[src/rtl/gpio_in_ctrl.sv]
// Purpose: bus-mapped sampled GPIO input port with a prescaled sample tick, per-bit debounce,
//          edge detection into sticky pending bits, and one level interrupt.
// Latency: prescale=0 and DEB_LEN=3: DATA follows io_in after 6 clocks, PEND/irq after 7; dout is combinational.
// Backpressure: none. Bus accesses complete in one cycle; io_in is sampled every cycle.
//
// Ports:
//   clk, reset_n  clock (rising edge) and asynchronous active-low reset
//   cs, wen       chip select and write enable; a write happens when cs & wen
//   addr, din     register address and write data
//   dout          read data, selected by addr alone (cs is ignored)
//   io_in         asynchronous external inputs
//   irq           OR of all pending bits
//
// Register map:
//   0 DATA (RO), 1 PRESCALE (RW), 2 RISE_EN (RW), 3 PEND (W1C),
//   4 FALL_EN (RW, only with GPIO_IN_CTRL_FALL_EN), 5 RAW (RO). Other addresses read 0.
//
// Build option: define GPIO_IN_CTRL_FALL_EN to add the FALL_EN register so that falling edges
// also set PEND. Without it, address 4 reads 0 and only rising edges are reported.

module gpio_in_ctrl #(
    parameter int unsigned WIDTH   = 32,
    parameter int unsigned DEB_LEN = 3,
    parameter int unsigned PRE_W   = 16,
    parameter int unsigned PRE_RST = 0
) (
    input  logic             clk,
    input  logic             reset_n,
    input  logic             cs,
    input  logic             wen,
    input  logic [2:0]       addr,
    input  logic [WIDTH-1:0] din,
    output logic [WIDTH-1:0] dout,
    input  logic [WIDTH-1:0] io_in,
    output logic             irq
);

    localparam logic [2:0] A_DATA = 3'd0;
    localparam logic [2:0] A_PRE  = 3'd1;
    localparam logic [2:0] A_RISE = 3'd2;
    localparam logic [2:0] A_PEND = 3'd3;
    localparam logic [2:0] A_FALL = 3'd4;
    localparam logic [2:0] A_RAW  = 3'd5;

    logic [WIDTH-1:0] sync1;
    logic [WIDTH-1:0] raw;
    logic [PRE_W-1:0] prescale;
    logic [PRE_W-1:0] cnt;
    logic             tick;
    logic [WIDTH-1:0] hist [DEB_LEN];
    logic [WIDTH-1:0] all1;
    logic [WIDTH-1:0] all0;
    logic [WIDTH-1:0] data;
    logic [WIDTH-1:0] data_d;
    logic [WIDTH-1:0] rise;
    logic [WIDTH-1:0] pend_set;
    logic [WIDTH-1:0] pend;
    logic [WIDTH-1:0] rise_en;

    logic bus_wr;
    logic wr_pre;
    logic wr_rise;
    logic wr_pend;

    assign bus_wr  = cs & wen;
    assign wr_pre  = bus_wr && (addr == A_PRE);
    assign wr_rise = bus_wr && (addr == A_RISE);
    assign wr_pend = bus_wr && (addr == A_PEND);

    // Two-flop synchronizer; raw is the first metastability-safe copy of io_in.
    always_ff @(posedge clk or negedge reset_n) begin
        if (!reset_n) begin
            sync1 <= '0;
            raw   <= '0;
        end else begin
            sync1 <= io_in;
            raw   <= sync1;
        end
    end

    // Prescaler. A PRESCALE write restarts the count and suppresses the tick of that
    // cycle so the new period is measured from a clean start.
    assign tick = (cnt == prescale) && !wr_pre;

    always_ff @(posedge clk or negedge reset_n) begin
        if (!reset_n) begin
            prescale <= PRE_W'(PRE_RST);
            cnt      <= '0;
        end else if (wr_pre) begin
            prescale <= din[PRE_W-1:0];
            cnt      <= '0;
        end else if (tick) begin
            cnt      <= '0;
        end else begin
            cnt      <= cnt + 1'b1;
        end
    end

    // Unanimity across the registered history. DATA is judged against the history as it
    // stands before this tick's shift, which is what gives the extra tick of latency.
    always_comb begin
        all1 = '1;
        all0 = '1;
        for (int s = 0; s < DEB_LEN; s++) begin
            all1 = all1 & hist[s];
            all0 = all0 & ~hist[s];
        end
    end

    always_ff @(posedge clk or negedge reset_n) begin
        if (!reset_n) begin
            for (int s = 0; s < DEB_LEN; s++) begin
                hist[s] <= '0;
            end
            data <= '0;
        end else if (tick) begin
            hist[0] <= raw;
            for (int s = 1; s < DEB_LEN; s++) begin
                hist[s] <= hist[s-1];
            end
            data <= (data | all1) & ~all0;
        end
    end

    // Previous DATA, so each DATA change produces a one-cycle edge pulse.
    always_ff @(posedge clk or negedge reset_n) begin
        if (!reset_n) begin
            data_d <= '0;
        end else begin
            data_d <= data;
        end
    end

    assign rise = data & ~data_d;

`ifdef GPIO_IN_CTRL_FALL_EN
    logic [WIDTH-1:0] fall_en;
    logic [WIDTH-1:0] fall;
    logic             wr_fall;

    assign wr_fall  = bus_wr && (addr == A_FALL);
    assign fall     = ~data & data_d;
    assign pend_set = (rise & rise_en) | (fall & fall_en);

    always_ff @(posedge clk or negedge reset_n) begin
        if (!reset_n) begin
            fall_en <= '0;
        end else if (wr_fall) begin
            fall_en <= din;
        end
    end
`else
    assign pend_set = rise & rise_en;
`endif

    always_ff @(posedge clk or negedge reset_n) begin
        if (!reset_n) begin
            rise_en <= '0;
        end else if (wr_rise) begin
            rise_en <= din;
        end
    end

    // Clear is applied first, so a bit being set in the same cycle as it is cleared stays set.
    always_ff @(posedge clk or negedge reset_n) begin
        if (!reset_n) begin
            pend <= '0;
        end else begin
            pend <= (pend & ~(wr_pend ? din : '0)) | pend_set;
        end
    end

    assign irq = |pend;

    always_comb begin
        dout = '0;
        case (addr)
            A_DATA: dout = data;
            A_PRE:  dout[PRE_W-1:0] = prescale;
            A_RISE: dout = rise_en;
            A_PEND: dout = pend;
`ifdef GPIO_IN_CTRL_FALL_EN
            A_FALL: dout = fall_en;
`endif
            A_RAW:  dout = raw;
            default: dout = '0;
        endcase
    end

endmodule

[config.mk]
export PLATFORM = sky130hd
export DESIGN_NAME = gpio_in_ctrl
export DESIGN_NICKNAME = d
export VERILOG_FILES = /design/src/rtl/gpio_in_ctrl.sv
export SDC_FILE = /design/constraint.sdc
export NUM_CORES = 1
export LEC_CHECK = 0
export ABC_AREA = 1
export ABC_CLOCK_PERIOD_IN_PS = 1600
export BUFFER_PORTS_ARGS = -buffer_cell sky130_fd_sc_hd__buf_2
export CELL_PAD_IN_SITES_DETAIL_PLACEMENT = 1
export CELL_PAD_IN_SITES_GLOBAL_PLACEMENT = 1
export CORE_ASPECT_RATIO = 0.9
export CORE_MARGIN = 5
export CORE_UTILIZATION = 48
export CTS_BUF_LIST = sky130_fd_sc_hd__clkbuf_8
export DETAILED_ROUTE_END_ITERATION = 10
export GPL_ROUTABILITY_DRIVEN = 0
export GPL_TIMING_DRIVEN = 0
export PLACE_DENSITY_LB_ADDON = 0.2
export SYNTH_ARGS = -nofsm -noshare
export SYNTH_HDL_FRONTEND = slang
export SYNTH_SLANG_ARGS = --single-unit
[constraint.sdc]
create_clock -name clk -period 1.6 [get_ports clk]
set_input_delay 0.08 -clock clk [delete_from_list [all_inputs] [get_ports clk]]
set_output_delay 0.08 -clock clk [all_outputs]
set_load 0.01 [all_outputs]
==> results.md <==
* CTS tree: yes
* Largest net degree at the start of global routing at roughly 120
* Top post-synthesis cells by count: nand2_1, dfrtp_1, inv_1
* Initial antenna violation count at 3
* Synth Area in Compound Gates at 8.533%
* PortBufs at ~100
* NumNets Final at 1,985
* Die Y at about 170 um
* Final setup fails at 190
* CP arrival at about 2100 ps
* Vias in the first global route at 15,662
* Final period utilization at 135.7%
* Initial drt markers at 2,168
* Avg WL per Cell at 34.50 um
* Average size of a mapped cell at 8.891 um2
* Simple-gate share of the synthesized area at 24.76%
* Mux share of post-synthesis cell area at 0%
* Synth area leaders: dfrtp_1, nand2_1, nand4_1
* RSZ-0062 raised after global routing: true
* Clk sinks at 320
* Worst Tran Pin Value at around 1100 ps
* Outcome: complete, but fails checks
* XOR/XNOR Fraction of Synth Area at 0.6368%
* Pins over their slew limit at 0
* Clk Latency, worst-skew pair at 650 ps
* HPWL Detailed at 32.21 mm
* # DRC at 0
* PD cells at 1194 nW/um2
* GR Overflow Total at 0
* CTS max path bufs at 3
* Die X-Extent at 188.4 um
* Layout Skew at 37.26 ps
* Fillers at 2,939
* Reg clk slew, reported paths at 80 ps
* Flop2flop setup slack at -540 ps
* Synthesized area at around 14,000 um2
* Total global-route track usage at around two fifths
* Final Hold Fails at 0
* Hold WS at 65.68 ps
* Die ar. at 32,150 um2
* Netlist cell types at 29
* CP max FO at 2
* Via count at 16,084
* Critical path class: flop to primary output
* Worst IR drop on VDD at roughly 1.2 mV
* Core area at 28,080 um2
* Syn nets at 1,619
* F_max at ~0.46 GHz
* Synthesized flop and latch total at 320
* Cell with the most instances after synthesis: nand2_1
* CP Launch Type: flop
* Root buf cell: clkbuf_8
* Synth Area in Adders at 0.09097%
* Type of the worst min-delay path: input pin to async pin
* Synth Instances at 1,547
* Setup ws final at -571.5 ps
* Async SR Flop Fraction at 100.0%
* Routed vias/inst at 6.957
* TritonCTS buffer count at 53
* Initial core utilization at 48.98%
* Slew margin rel. at 26.65%
* H-tree levels at 2
* Routed Antenna Nets at 0
* Synth Flop Type: dfrtp_1
* Row cnt at 58
* IO Count at 104
* Static leakage at 10.26 nW
* Largest family of logic cells by synthesized area: simple AND/OR/NAND/NOR gates
* Area grow syn2layout at 47.38%
* Post-synth top area share at roughly three fifths
* Element type at the critical path end: primary output
* YS warnings at 0
* Share of cells above drive strength 1 at 40.39%
* TritonRoute pass-1 iters at 6
* Req. time, crit path at between 1500 and 2000 ps
* Final Non-Filler Cells at about 2,300
* # Max-Cap Violations at 0
* Top cell type by total area after synthesis: dfrtp_1
* Cell count after placement at 2,011
* Overall routed net length at 79.76 mm
* Failing checks: setup timing
* Seq/Total Area, Yosys at 58.22%
* First-pass GRT wire length at about 95 mm
* Number of synthesized flops with an enable pin at 0
* Pre-CTS setup slack at -391.7 ps
* Post-route minimum period at ~2200 ps
==> timing repair <==
item / CTS / global route
endpoints found under the setup margin: 172 / 176
cloned: 17 / 10
gates resized for setup: 392 / 362
pin swaps: 33 / 69
hold buffers: 67 / 0
hold endpoints to repair: 196 / 0
buffers inserted: 71 / 52
==> area by class of cell <==
| class | count | area [um2] | area share [%] |
|---|---|---|---|
| buffer | 82 | 982.2 | 4.845 |
| multi-input combinational | 988 | 6256 | 30.86 |
| timing repair buffer | 314 | 2933 | 14.47 |
| inverter | 154 | 580.6 | 2.864 |
| clock buffer | 66 | 908.4 | 4.481 |
| clock inverter | 27 | 115.1 | 0.5678 |
| sequential | 320 | 8044 | 39.68 |
| tap | 360 | 450.4 | 2.222 |
| antenna | 1 | 2.502 | 0.01234 |
==> state kept, by name, indices dropped and copies added (netlist names), 32 cells and up <==
register,flops
sync1,32
data_d,32
data,32
raw,32
hist,96
pend,32
rise_en,32
==> power breakdown <==
part | total (mW) | internal [mW] | leakage (nW) | switching, mW
logic | 6.62 | 2.45 | 5.52 | 4.18
clock network | 7.78 | 3.70 | 0.608 | 4.08
registers | 9.81 | 8.79 | 4.13 | 1.01
==> routing by layer <==
layer  up-vias  wire length, um  global-route usage (%)
met3       682            10250                   10.40
li1       5882                -                       -
met4         4             7869                   20.78
met5         -               53                       0
met2      1685            35130                   63.12
met1      7831            26450                   45.99
==> critical path, stage by stage (launching register included) <==
cell and delay (ps):
dfrtp_1 420, nor4_2 350, nand2_1 200, nor2_4 220
nand2_2 110, buf_6 140
==> path summary, 6_finish.rpt <==
| path | depth (start not counted) | startpoint | endpoint |
|---|---|---|---|
| worst min register to register | 0 | sync1[4]$_DFF_PN0_ | raw[4]$_DFF_PN0_ |
| max in group asynchronous | 3 | reset_n | data[18]$_DFFE_PN0P_ |
| min in group clk | 2 | io_in[25] | sync1[25]$_DFF_PN0_ |
| worst max-delay path | 5 | pend[14]$_DFF_PN0_ | irq |
| worst max register to register | 13 | prescale[15]$_DFFE_PN0N_ | hist[14]$_DFFE_PN0P_ |
| worst min-delay path | 2 | reset_n | cnt[9]$_DFF_PN0_ |
==> layout by cell type (no fill, tap or decap), types with 13 or more instances in the layout <==
cell type and count:
buf_6 36, buf_8 13, nand4_1 128, buf_4 102, clkbuf_8 66, inv_1 132
nand2_4 104, nand2_1 259, buf_2 101, dlygate4sd3_1 67, buf_12 35, dfrtp_2 29
clkbuf_1 13, o21ai_2 13, inv_2 40, nand3_1 70, dfrtp_1 291, nor2_1 24
o21ai_0 102, nand2_2 146, o31ai_1 42
==> metrics by stage <==
step	total power, mW	setup TNS (ps)	instance area (um2)	utilization (%)
6_report	24.21	-65930	20270	72.18
5_1_grt	24.54	-62750	20270	72.18
2_1_floorplan	11.49	0	13750	-
4_1_cts	21.34	-32280	18570	66.12
3_3_place_gp	13.00	-1852100	14720	52.40
3_5_place_dp	13.19	-49610	14780	52.63
==> cell families (layout without fill, tap and decap cells) <==
family	Yosys count	after routing
AOI/OAI and AO/OA	198	198
buffers and inverters	239	643
and+or+nand+nor	779	779
xor gates and xnor gates	10	10
DFF	320	320
other	0	1
adders and majority gates	1	1
Note: power is estimated with default switching activity, not from simulation.
